--- src/rtl/stochastic_search_sequencer.sv ---
// stochastic_search_sequencer: loads clause slots, then runs bounded walk
// iterations (EVAL, CHECK, WAIT_LOCAL, BEST, COMMIT) until the formula is
// satisfied or the iteration budget is used up.
// Optional feature macro: STOCH_SEQ_TIMEOUT_EN (WAIT_LOCAL watchdog).
module stochastic_search_sequencer #(
  parameter int MAXIMUM_BIT_WIDTH_OF_CLAUSES_INDEX = 2,
  parameter int ITERATION_COUNT_WIDTH              = 8,
  parameter int TIMEOUT_COUNT_WIDTH                = 6
) (
  input  logic                                             in_clk,
  input  logic                                             in_reset_n,
  input  logic                                             in_start,
  input  logic [ITERATION_COUNT_WIDTH-1:0]                 in_max_iterations,
  input  logic [(1<<MAXIMUM_BIT_WIDTH_OF_CLAUSES_INDEX)-1:0] in_existing_clauses,
  input  logic                                             in_all_satisfied,
  input  logic                                             in_local_done,
  output logic [MAXIMUM_BIT_WIDTH_OF_CLAUSES_INDEX-1:0]    out_clause_index,
  output logic                                             out_clause_load,
  output logic [(1<<MAXIMUM_BIT_WIDTH_OF_CLAUSES_INDEX)-1:0] out_clauses_enable,
  output logic                                             out_find_best_gain_enable,
  output logic                                             out_commit,
  output logic                                             out_busy,
  output logic                                             out_done,
  output logic                                             out_solved,
  output logic [ITERATION_COUNT_WIDTH-1:0]                 out_iterations,
  output logic                                             out_timeout
);
  localparam int W = MAXIMUM_BIT_WIDTH_OF_CLAUSES_INDEX;
  localparam int N = 1 << W;
  localparam logic [W-1:0] IDX_LAST = '1;

  typedef enum logic [2:0] {
    S_IDLE, S_LOAD, S_EVAL, S_CHECK, S_WAIT_LOCAL, S_BEST, S_COMMIT, S_DONE
  } state_t;

  state_t                           state;
  logic [N-1:0]                     mask;
  logic [ITERATION_COUNT_WIDTH-1:0] budget;
  logic [W-1:0]                     idx_nxt;

  assign idx_nxt = out_clause_index + 1'b1;

`ifdef STOCH_SEQ_TIMEOUT_EN
  // Last count value still inside the window; the cycle spent at this value
  // is the (2**TIMEOUT_COUNT_WIDTH-1)-th WAIT_LOCAL cycle.
  localparam logic [TIMEOUT_COUNT_WIDTH-1:0] WD_LAST =
    {{(TIMEOUT_COUNT_WIDTH-1){1'b1}}, 1'b0};
  logic [TIMEOUT_COUNT_WIDTH-1:0] wd;
`else
  // Constant 0: the watchdog width only matters when the watchdog is built.
  assign out_timeout = (TIMEOUT_COUNT_WIDTH < 0);
`endif

  // Sequencer FSM; every output is registered alongside the state it belongs to.
  always_ff @(posedge in_clk or negedge in_reset_n) begin
    if (!in_reset_n) begin
      state                     <= S_IDLE;
      mask                      <= '0;
      budget                    <= '0;
      out_clause_index          <= '0;
      out_clause_load           <= 1'b0;
      out_clauses_enable        <= '0;
      out_find_best_gain_enable <= 1'b0;
      out_commit                <= 1'b0;
      out_busy                  <= 1'b0;
      out_done                  <= 1'b0;
      out_solved                <= 1'b0;
      out_iterations            <= '0;
`ifdef STOCH_SEQ_TIMEOUT_EN
      wd                        <= '0;
      out_timeout               <= 1'b0;
`endif
    end else begin
      // single-cycle strobes default low
      out_clause_load           <= 1'b0;
      out_find_best_gain_enable <= 1'b0;
      out_commit                <= 1'b0;
      out_done                  <= 1'b0;
      case (state)
        S_IDLE: begin
          if (in_start) begin
            mask             <= in_existing_clauses;
            budget           <= in_max_iterations;
            out_iterations   <= '0;
            out_solved       <= 1'b0;
`ifdef STOCH_SEQ_TIMEOUT_EN
            out_timeout      <= 1'b0;
`endif
            out_clause_index <= '0;
            out_clause_load  <= in_existing_clauses[0];
            out_busy         <= 1'b1;
            state            <= S_LOAD;
          end
        end
        S_LOAD: begin
          if (out_clause_index == IDX_LAST) begin
            out_clauses_enable <= mask;
            state              <= S_EVAL;
          end else begin
            out_clause_index <= idx_nxt;
            out_clause_load  <= mask[idx_nxt];
          end
        end
        S_EVAL: begin
          // An empty formula is trivially satisfied; it leaves here rather
          // than going through CHECK.
          if (mask == '0) begin
            out_clauses_enable <= '0;
            out_solved         <= 1'b1;
            out_done           <= 1'b1;
            state              <= S_DONE;
          end else begin
            state <= S_CHECK;
          end
        end
        S_CHECK: begin
          if (in_all_satisfied || (out_iterations == budget)) begin
            out_clauses_enable <= '0;
            out_solved         <= in_all_satisfied;
            out_done           <= 1'b1;
            state              <= S_DONE;
          end else begin
`ifdef STOCH_SEQ_TIMEOUT_EN
            wd <= '0;
`endif
            state <= S_WAIT_LOCAL;
          end
        end
        S_WAIT_LOCAL: begin
          if (in_local_done) begin
            out_clauses_enable        <= '0;
            out_find_best_gain_enable <= 1'b1;
            state                     <= S_BEST;
          end
`ifdef STOCH_SEQ_TIMEOUT_EN
          else if (wd == WD_LAST) begin
            out_clauses_enable <= '0;
            out_timeout        <= 1'b1;
            out_solved         <= 1'b0;
            out_done           <= 1'b1;
            state              <= S_DONE;
          end else begin
            wd <= wd + 1'b1;
          end
`endif
        end
        S_BEST: begin
          out_commit <= 1'b1;
          state      <= S_COMMIT;
        end
        S_COMMIT: begin
          if (out_iterations != '1) out_iterations <= out_iterations + 1'b1;
          out_clauses_enable <= mask;
          state              <= S_EVAL;
        end
        S_DONE: begin
          out_busy <= 1'b0;
          state    <= S_IDLE;
        end
        default: state <= S_IDLE;
      endcase
    end
  end
endmodule

--- config.mk ---
export PLATFORM = sky130hd
export DESIGN_NAME = stochastic_search_sequencer
export DESIGN_NICKNAME = d
export VERILOG_FILES = /design/src/rtl/stochastic_search_sequencer.sv
export SDC_FILE = /design/constraint.sdc
export NUM_CORES = 1
export LEC_CHECK = 0
export CORE_AREA = 5 5 95 79
export CTS_CLUSTER_SIZE = 10
export DETAILED_ROUTE_END_ITERATION = 12
export DIE_AREA = 0 0 100 84
export SLEW_MARGIN = 10
export SYNTH_ARGS = -nofsm -noshare
export SYNTH_HDL_FRONTEND = slang
export SYNTH_SLANG_ARGS = --single-unit
--- constraint.sdc ---
create_clock -name in_clk -period 2.2 [get_ports in_clk]
set_input_delay 0.33 -clock in_clk [delete_from_list [all_inputs] [get_ports in_clk]]
set_output_delay 0.33 -clock in_clk [all_outputs]
set_load 0.05 [all_outputs]
== Word-level counts from Yosys, hierarchy flattened ==
Cells that the tools add are included.
Storage, ports and cells
  register bits: 35
  input port bits: 17
  word-level logic and storage cells: 81
Cells by class
  multiplexer cells: 34
  add/sub/neg operators: 2
  reduce and logical (&&, ||, !) cells: 15
  magnitude comparators: 1
  equality and inequality tests: 17
Operator list (count)
  $pmux 3 s8: 1
  $pmux 4 s5: 1
  $mux 4: 4
  $mux 8: 2
  $pmux 8 s2: 1
  $ne 2x2->1 const B: 7
  $eq 3x3->1 const B: 4
  $mux 1: 12
  $mux 3: 4
  $reduce_and 3->1: 3
  $add 8x1->8 const B: 1
  $eq 8x8->1: 1
  $ne 8x8->1 const B: 1
  $eq 3x2->1 const B: 2
  $mux 2: 3
  $pmux 1 s2: 3
  $reduce_bool 2->1: 3
  $reduce_and 5->1: 1
  $reduce_bool 5->1: 1
  $logic_not 4->1: 1
  $pmux 2 s2: 1
  $reduce_and 2->1: 2
  $reduce_and 4->1: 1
  $eq 3x1->1 const B: 1
  8 further kinds: 8

== Longest topological paths before layout ==
Gate-level depths: netlist (run 1).
  depth in word-level cells: 5
  mapped depth: 6
  depth with buffers taken out: 5

== Least setup slack after synthesis (run 1) ==
No wires, ideal clock.
  kind: register to register
  start: register out_iterations[0]
  end: register out_iterations[6]
  slack: 0.270 ns
  period minus slack after synthesis: 1.930 ns
  required time: 2.067 ns
  setup time: 0.133 ns
  buffers on the path: 0
  arrival time: 1.797 ns
  stages on the path, launching flop included: 6
  cells stage by stage: dfrtp_1 -> ha_1 -> nand2_1 -> or3_1 -> o311ai_0 -> nand2_1
On the way
  longest elaborated chain between the ends: 3
RTL lines
  from (decl): line 25  | output logic [ITERATION_COUNT_WIDTH-1:0] out_iterations,
  from (signal assigned): line 152  | if (out_iterations != '1) out_iterations <= out_iterations + 1'b1;
  $add 8x1->8 or $ne 8x8->1 (tied branches): line 152
  $mux 8 or $ne 2x2->1 (tied branches)
  $pmux 8 s2 or $reduce_and 3->1 (tied branches)
Several ways; a longest one is shown, not always the timed one. The select of a mux whose other input is x is not followed.
A chain may end at the register's enable or synchronous reset.

== Worst setup path in the final report (run 1) ==
  start: register out_iterations[7]
  end: output port out_iterations[7]
No word-level cell between the ends.

==> impl_metrics.tcl, run 1 <==
set metrics [dict create \
    status "completed" \
    vias 1565 \
    rsz0062_at_grt "false" \
    ant_nets 0 \
    drc 0 \
    switchingPower_uw 1510 \
    synth_top_family_by_area "simple AND/OR/NAND/NOR gates" \
    rows 27 \
    start_util 0.284 \
    h-tree-depth 2 \
    p_int_uw 1790 \
    yosysUniqueCellTypes 48 \
    dieArea_um2 8400 \
    crit_chain "clkdlybuf4s50_1" \
    drtPass1Iterations 4 \
    boundaryPins 38 \
    gp_congestion 0.786 \
    cts_buffers 5 \
    critPathSlowestCell "clkdlybuf4s50_1" \
    ctsLongestPathBuffers 2 \
    setup_viol 0 \
    nets 260 \
    synth_fp_nets 223 \
    postSynthCellCount 204 \
    critPathLaunchType "flop" \
    p_per_area_nw_per_um2 1380 \
    fillCellCount 685 \
    syn_to_final_growth_pct 28.2 \
    critPathBufInv 1 \
    fin_util 0.364 \
    grt_pass1_vias 1481 \
    crit_family "buffers and inverters" \
    hpwl_mm 3.21 \
    synth_compound_area_frac 0.126 \
    antenna_found_initial 0 \
    critPathKind "flop to output pin" \
    power_frac_clock 0.142 \
    dieWidth_um 100 \
    required_ns 1.87 \
    switching_share 0.457 \
    finalSetupTns_ns 0 \
    dieHeight_um 84 \
    slew_violations 0 \
    yosys_register_bits 35 \
    power_frac_comb 0.495 \
    dpl.cell_count 321 \
    ctsResizeCount 0 \
    insertion_delay_ns 0.28 \
    end_kind "output pin" \
    final_hold_viol_count 0 \
    final_cell_count_no_fill 328 \
    post_drt_wl_per_cell_um 13.3 \
    synth.area.mux_share 0.0261 \
    power_leakage_uw 0.00101 \
    multi_input_area_um2 900 \
    period_share 0.909 \
    synth_simple_gate_area_frac 0.272 \
    syn_area_um2 1870 \
    post-cts-setup-buffers 0 \
    viasPerCell 4.77 \
    clk_pin_slew_ns 0.07 \
    cap_violations 0 \
    grt-ovfl-total 0 \
    syn_avg_cell_area_um2 9.16 \
    synth_fa_ha_area_frac 0.0134 \
    synth_warnings 0 \
    grt_max_degree 36 \
    period_needed_ns 2.00 \
    num_antenna_cells 0 \
    core_um2 6590 \
    arrival_ns 1.67 \
    clock_sinks 35 \
    tightest_slew_ns 0.560 \
    p_seq_frac 0.362 \
    drt-initial-drc-count 91 \
    routed_wirelength_mm 4.35 \
    layout-drive-gt1-share 0.0871 \
    ys_seq_area_frac 0.469 \
    holdBufCountCts 0 \
    slew_headroom 0.627 \
    synth_xor_area_frac 0.0422 \
    cts_tree "built" \
    worst-path-max-fanout 9 \
    clock_skew_ns 0.00695 \
    cp_slowest_stage_delay_ns 0.87 \
    min_path_type "input pin to asynchronous set/reset pin" \
    ff_latch_area_um2 876 \
    grt_use_total 0.108 \
    grt_pass1_wl_mm 7.36 \
    peakVddDrop_uv 401 \
    clockRootBuffer "clkbuf_8" \
    timing.fmax_mhz 500 \
    io_buffer_count 36 \
]
## metrics by stage
step / hold slack [ns] / area [um2] / total power (uW) / setup WS, ns
6_report: 0.458 / 2400 / 3300 / 0.201
5_1_grt: 0.519 / 2400 / 3530 / 0.130
4_1_cts: 0.474 / 2400 / 3320 / 0.189
3_5_place_dp: 0.483 / 2310 / 2850 / 0.293
3_3_place_gp: 0.479 / 2310 / 2820 / 0.324
2_1_floorplan: 0.0344 / 1870 / 2360 / 0.270
## sequential cells by signal, indices dropped and copies added (netlist names)
name	cells
out_iterations	8
state	3
out_clause_index	2
out_busy	1
out_commit	1
budget	8
out_done	1
out_clause_load	1
out_find_best_gain_enable	1
out_clauses_enable	4
mask	4
out_solved	1
## cell families (layout without fill, tap and decap cells)
| logic type | Yosys count | count (layout) |
|---|---|---|
| buf+inv | 19 | 56 |
| mux | 3 | 3 |
| simple gates | 101 | 101 |
| flops | 35 | 35 |
| fa+ha+maj | 2 | 2 |
| xor+xnor | 9 | 9 |
| other cells | 1 | 1 |
| compound gates | 34 | 34 |
## layer usage
layer	vias to the layer above	track usage	part of all wire
li1	781	-	-
met1	746	0.157	0.50
met2	36	0.158	0.45
met3	2	0.0284	0.039
met4	0	0.0257	0.0071
met5	-	0	0
## cell usage after synthesis, drive strengths merged
cell type	number	area share
nand2	57	0.12
dfrtp	35	0.47
nor2	10	0.020
inv	9	0.018
xnor2	9	0.042
o21ai	8	0.021
buf	7	0.026
nand3	7	0.019
a21oi	6	0.016
nand4	4	0.013
nor3	4	0.011
o221ai	4	0.019
clkbuf	3	0.0060
o21a	3	0.012
a311oi	2	0.0094
and4	2	0.0094
ha	2	0.013
mux2	2	0.014
nand2b	2	0.0067
nand4b	2	0.0094
nor3b	2	0.011
nor4	2	0.0067
o311ai	2	0.0094
or3	2	0.0067
a211oi	1	0.0040
a21o	1	0.0040
a22o	1	0.0047
a31oi	1	0.0033
a41oi	1	0.0047
and3	1	0.0033
and3b	1	0.0047
conb	1	0.0020
mux4	1	0.012
nand3b	1	0.0060
nor2b	1	0.0033
nor4b	1	0.013
o211ai	1	0.0040
o21bai	1	0.0040
o22ai	1	0.0033
o31ai	1	0.0067
or2	1	0.0033
or4b	1	0.0074
## final cells by class
| cell class | count | share of cell area |
|---|---|---|
| flip-flops and latches | 35 | 0.366 |
| clock buffers | 6 | 0.0345 |
| repair buffers | 40 | 0.163 |
| clock inverters | 1 | 0.00209 |
| inverters | 9 | 0.0141 |
| well taps | 87 | 0.0454 |
| multi-input cells | 150 | 0.375 |
## placed cells by master (no fill, tap or decap), types with 3 or more instances in the layout
cell type / instances
nand2_1: 56
o21a_1: 3
xnor2_1: 9
inv_1: 9
clkbuf_8: 6
o221ai_1: 4
nand3_1: 7
clkdlybuf4s50_1: 36
a21oi_1: 6
nor3_1: 4
o21ai_0: 8
nor2_1: 10
nand4_1: 4
buf_4: 4
dfrtp_1: 35
## final timing paths
path / startpoint / depth (start not counted) / to / slack [ns]
setup / recovery: out_iterations[7] / 1 / out_iterations[7] / 0.20
hold / removal: in_reset_n / 2 / out_iterations[4] / 0.46
setup reg to reg: out_iterations[1] / 5 / out_iterations[6] / 0.38
hold reg to reg: budget[4] / 2 / budget[4] / 0.50
max in group asynchronous: in_reset_n / 2 / state[1] / 1.42
min in group in_clk: budget[4] / 2 / budget[4] / 0.50
## power by group through the flow
stage,Sequential (uW),Clock (uW),Combinational [uW]
4_1_cts,1200,483,1640
5_1_grt,1250,510,1770
2_1_floorplan,1470,0,892
6_report,1190,469,1630
3_3_place_gp,1200,0,1620
3_5_place_dp,1210,0,1640
No activity file was read; power rests on OpenSTA's default activity.
==> inputs of run 2 (changes only) <==
- CELL_PAD_IN_SITES_DETAIL_PLACEMENT: default -> 0
- CELL_PAD_IN_SITES_GLOBAL_PLACEMENT: default -> 1
- PLACE_DENSITY_LB_ADDON: default -> 0.1
==> run 2 against run 1 <==
Compared with the run above:
- register-to-register slack improved by 0.05 ns
- via count fell by 1.7%
- clock power rose by 29%
- maximum frequency rose by 0.21%
- total power rose by 4.6%
- combinational power barely moved
- critical path type unchanged
- routed wire length rose by 7.6%
- highest routed layer unchanged
==> impl_metrics.tcl, run 2 (synthesis results as in run 1) <==
set metrics [dict create \
    cts_buffers 5 \
    routed_wirelength_mm 4.68 \
    ctsLongestPathBuffers 2 \
    grt_use_total 0.117 \
    cts_tree "built" \
    slew_violations 0 \
    period_needed_ns 2.00 \
    viasPerCell 4.68 \
    top_regs "budget x8, out_iterations x8" \
    period_share 0.907 \
    layout.cells.most_common_list "nand2_1, dfrtp_1, clkdlybuf4s50_1" \
    h-tree-depth 2 \
    status "completed" \
    timing.fmax_mhz 501 \
    arrival_ns 1.67 \
    fin_util 0.368 \
    worst-path-max-fanout 7 \
    worst-path-stages 1 \
    critPathKind "flop to output pin" \
    holdBufCountCts 0 \
    tightest_slew_ns 0.836 \
    pre_cts_ws_ns 0.260 \
    power_uw 3450 \
    clockRootBuffer "clkbuf_8" \
    vias 1539 \
    dieArea_um2 8400 \
    crit_chain "clkdlybuf4s50_1" \
    nets 260 \
    required_ns 1.87 \
    clock_skew_ns 0.00821 \
    critPathSlowestCell "clkdlybuf4s50_1" \
    min_path_type "input pin to asynchronous set/reset pin" \
    drt-initial-drc-count 81 \
    grt_max_degree 36 \
    rows 27 \
    startpoint "out_iterations[4]" \
    clk_pin_slew_ns 0.08 \
    insertion_delay_ns 0.29 \
    crit_family "buffers and inverters" \
    clock_sinks 35 \
    critPathCapture "out_iterations[4]" \
    power_leakage_uw 0.00102 \
    start_util 0.284 \
    dieWidth_um 100 \
    drtPass1Iterations 4 \
    grt_pass1_wl_mm 7.89 \
    dieHeight_um 84 \
    grt_pass1_vias 1589 \
    timing.rr.end "out_iterations[6]" \
    rsz0062_at_grt "false" \
    syn_to_final_growth_pct 29.5 \
    core_um2 6590 \
    ctsResizeCount 0 \
    setup_slack_ns 0.205 \
    hpwl_mm 3.32 \
    boundaryPins 38 \
    r2r.worst_path.cells 5 \
    antenna_found_initial 0 \
    cp_slowest_stage_delay_ns 0.86 \
    drc 0 \
    layout-drive-gt1-share 0.0950 \
    post-cts-setup-buffers 0 \
    p_per_area_nw_per_um2 1420 \
    rrSetupSlack_ns 0.43 \
    post_drt_wl_per_cell_um 14.2 \
    finalSetupTns_ns 0 \
    end_kind "output pin" \
    setup_viol 0 \
    ant_nets 0 \
    io_buffer_count 36 \
    grt-ovfl-total 0 \
    critPathBufInv 1 \
    rr_startpoint "out_iterations[0]" \
    peakVddDrop_uv 551 \
    final_common_cell "nand2_1" \
    gp_congestion 0.763 \
    num_antenna_cells 0 \
    cap_violations 0 \
    final_hold_viol_count 0 \
    critPathLaunchType "flop" \
    slew_headroom 0.443 \
]
==> run 2: stage by stage <==
| step | std cells | hold slack [ns] | instance area [um2] |
|---|---|---|---|
| after floorplan | 204 | 0.0344 | 1870 |
| after global placement | 321 | 0.473 | 2300 |
| after detailed placement | 321 | 0.481 | 2300 |
| after CTS | 329 | 0.171 | 2420 |
| after global routing | 329 | 0.210 | 2420 |
| final | 329 | 0.136 | 2420 |
==> run 2: report_power, final <==
part	switching, uW	internal [uW]	total, uW
logic	999	653	1650
registers	298	890	1190
clock network	240	367	607
total	1540	1910	3450
==> run 2: worst min-delay path by stage <==
stage | start | to | slack (ns) | cells past startpoint
after floorplan | in_reset_n | budget[0] | 0.03 | 0
after global placement | out_busy | out_busy | 0.47 | 2
after detailed placement | in_reset_n | out_clauses_enable[0] | 0.48 | 1
after CTS | in_reset_n | out_clauses_enable[0] | 0.17 | 1
after global routing | in_reset_n | out_clause_load | 0.21 | 1
final | in_reset_n | out_clauses_enable[0] | 0.14 | 1
==> run 2: area by class of cell <==
type                    instances  area, um2
clock inverters                 2       35.0
clock buffers                   6       82.6
flip-flops and latches         35        876
fillers                       685       4170
well taps                      87        109
inverters                       9       33.8
repair buffers                 40        385
multi-input cells             150        900
==> run 2: routing by layer <==
metal / GRT usage / routed length [um] / vias up / part of all wire
li1: - / - / 779 / -
met5: 0 / 0 / - / 0
met2: 0.162 / 1910 / 49 / 0.41
met4: 0.0318 / 25 / 0 / 0.0053
met1: 0.177 / 2440 / 709 / 0.52
met3: 0.0343 / 305 / 2 / 0.065
==> inputs of run 3 (changes only) <==
- ABC_AREA: default -> 1
- CORE_AREA: 5 5 95 79 -> 5 5 96 80
- DIE_AREA: 0 0 100 84 -> 0 0 101 85
==> run 3 against run 2 <==
Compared with the run above:
- total power rose by 5.3%
- routed wire length shrank 2.7%
- worst hold slack worse by 0.0055 ns
- non-clock buffer count fell by 3
- clock-buffer cell count stayed put
- via count rose by 2.7%
- final cell count is 11% higher
- die area rose by 2.2%
- sequential cell count stayed put
- maximum frequency up 1.2%
- combinational power is 12% higher
- clock skew increased by 0.00076 ns
==> impl_metrics.tcl, run 3 <==
set metrics [dict create \
    p_per_area_nw_per_um2 1460 \
    busiest_layer "met1" \
    io_buffer_count 36 \
    slew_headroom 0.458 \
    ys_seq_area_frac 0.456 \
    hpwl_mm 3.42 \
    setup_viol 0 \
    final_hold_viol_count 0 \
    layout-drive-gt1-share 0.133 \
    core_um2 6660 \
    peakVddDrop_uv 342 \
    insertion_delay_ns 0.29 \
    required_ns 1.87 \
    nets 297 \
    synth_fp_nets 258 \
    critPathLaunchType "flop" \
    dieArea_um2 8590 \
    crit_family "buffers and inverters" \
    synth-main-ff-cell "dfrtp_1" \
    h-tree-depth 2 \
    cap_violations 0 \
    clockRootBuffer "clkbuf_8" \
    drc 0 \
    routed_wirelength_mm 4.56 \
    grt_use_met1 0.173 \
    dieWidth_um 101 \
    rows 27 \
    p_int_uw 1970 \
    gr-usage-met2 0.155 \
    synth_warnings 0 \
    drtPass1Iterations 4 \
    critPathSlowestCell "clkdlybuf4s50_1" \
    power_leakage_uw 0.00119 \
    boundaryPins 38 \
    final_common_cell "nand2_1" \
    end_kind "output pin" \
    ctsLongestPathBuffers 2 \
    power_frac_clock 0.191 \
    status "completed" \
    stdcell_area_um2 2490 \
    vias 1580 \
    slew_violations 0 \
    timing.fmax_mhz 507 \
    syn_area_um2 1920 \
    min_path_type "input pin to asynchronous set/reset pin" \
    top_regs "budget x8, out_iterations x8" \
    grt_pass1_wl_mm 7.79 \
    dieHeight_um 85 \
    period_share 0.896 \
    viasPerCell 4.32 \
    async_reset_ff_frac 1.00 \
    power_frac_comb 0.507 \
    ctsResizeCount 0 \
    yosysUniqueCellTypes 32 \
    drt-initial-drc-count 83 \
    holdBufCountCts 0 \
    cts_tree "built" \
    fillCellCount 699 \
    layout.cells.most_common_list "nand2_1, dfrtp_1, clkdlybuf4s50_1" \
    syn_to_final_growth_pct 29.6 \
    crit_chain "clkdlybuf4s50_1" \
    critPathBufInv 1 \
    arrival_ns 1.64 \
    num_antenna_cells 0 \
    gp_congestion 0.792 \
    post-cts-setup-buffers 0 \
    post_drt_wl_per_cell_um 12.5 \
    switchingPower_uw 1660 \
    syn_avg_cell_area_um2 8.04 \
    clock_sinks 35 \
    grt_use_met3 0.0337 \
    clk_pin_slew_ns 0.08 \
    placed_area_um2 2360 \
    tightest_slew_ns 0.813 \
    grt-ovfl-total 0 \
    grt_max_degree 36 \
    grt_pass1_vias 1553 \
    period_needed_ns 1.97 \
    synth_edf_count 0 \
    grt_use_total 0.115 \
    ant_nets 0 \
    postSynthCellCount 239 \
    synth.area.top_cells "dfrtp_1, nand2_1, inv_1" \
    critPathKind "flop to output pin" \
    start_util 0.289 \
    yosys.area.top_type_share 0.456 \
    cp_slowest_stage_delay_ns 0.86 \
    finalSetupTns_ns 0 \
    worst-path-max-fanout 7 \
    yosysTopAreaCell "dfrtp_1" \
    p_seq_frac 0.302 \
    rsz0062_at_grt "false" \
    antenna_found_initial 0 \
    yosys_register_bits 35 \
    post-synth-top-count-cell "nand2_1" \
    cts_buffers 5 \
    synthTopCellsByCount "nand2_1, dfrtp_1, inv_1" \
    switching_share 0.458 \
    clock_skew_ns 0.00897 \
]
[run 3: changes by cell type in the layout (fill, tap and decap cells not counted), moves of 4 or more]
cell / previous run / this run
inv_1: 9 / 25
nand2_1: 56 / 79
nand2_2: 0 / 5
nand3_1: 7 / 16
nor2_1: 10 / 14
o21ai_0: 8 / 18
o221ai_1: 4 / 0
xnor2_1: 9 / 4
[run 3: logic make-up (layout without fill, tap and decap cells)]
kind of cell | count (synthesis) | after routing | synth area share
XOR/XNOR | 6 | 6 | 0.0273
AO/OA/AOI/OAI | 31 | 31 | 0.103
other | 1 | 1 | 0.00195
adder cells (fa/ha/maj) | 2 | 2 | 0.0130
AND/OR/NAND/NOR | 128 | 128 | 0.315
flip-flops | 35 | 35 | 0.456
buffers and inverters | 36 | 76 | 0.0840
[run 3: final cells by class]
type | instances | area (um2) | area share
clock buffer | 6 | 72.6 | 0.0291
clock inverter | 2 | 60.1 | 0.0241
sequential | 35 | 876 | 0.352
inverter | 31 | 126 | 0.0507
timing repair buffer | 37 | 363 | 0.146
tap | 87 | 109 | 0.0437
multi-input combinational | 168 | 885 | 0.355
[run 3: metal layers]
layer / up-vias / part of all wire / routed length, um
met5: - / 0 / 0
met4: 0 / 0.011 / 49
met3: 5 / 0.054 / 247
met2: 33 / 0.41 / 1850
met1: 715 / 0.53 / 2420
li1: 827 / - / -
[run 3: path summary, 6_finish.rpt]
check,start,endpoint,slack [ns],depth (start not counted)
worst max-delay path,out_iterations[3],out_iterations[3],0.23,1
worst min-delay path,in_reset_n,out_iterations[0],0.13,1
worst max register to register,state[1],out_iterations[6],0.56,6
worst min register to register,out_solved,out_solved,0.48,2
max in group asynchronous,in_reset_n,out_done,1.55,1
min in group in_clk,out_solved,out_solved,0.48,2
[run 3: per-stage QoR]
stage          power [uW]  setup slack (ns)  utilization  std cells  hold slack (ns)
6_report             3630             0.229        0.374        366            0.130
5_1_grt              3940             0.156        0.374        366            0.213
4_1_cts              3680             0.205        0.374        366            0.173
3_5_place_dp         2960             0.431        0.354        358            0.460
3_3_place_gp         3000             0.449        0.354        358            0.459
2_1_floorplan        2460             0.476            -        239           0.0344
[run 3: power groups by stage]
stage	Clock (uW)	Combinational, uW	Sequential (uW)
floorplan	0	1030	1430
global placement	0	1880	1120
detailed placement	0	1850	1110
CTS	712	1860	1100
global route	748	2050	1140
finish	693	1840	1100
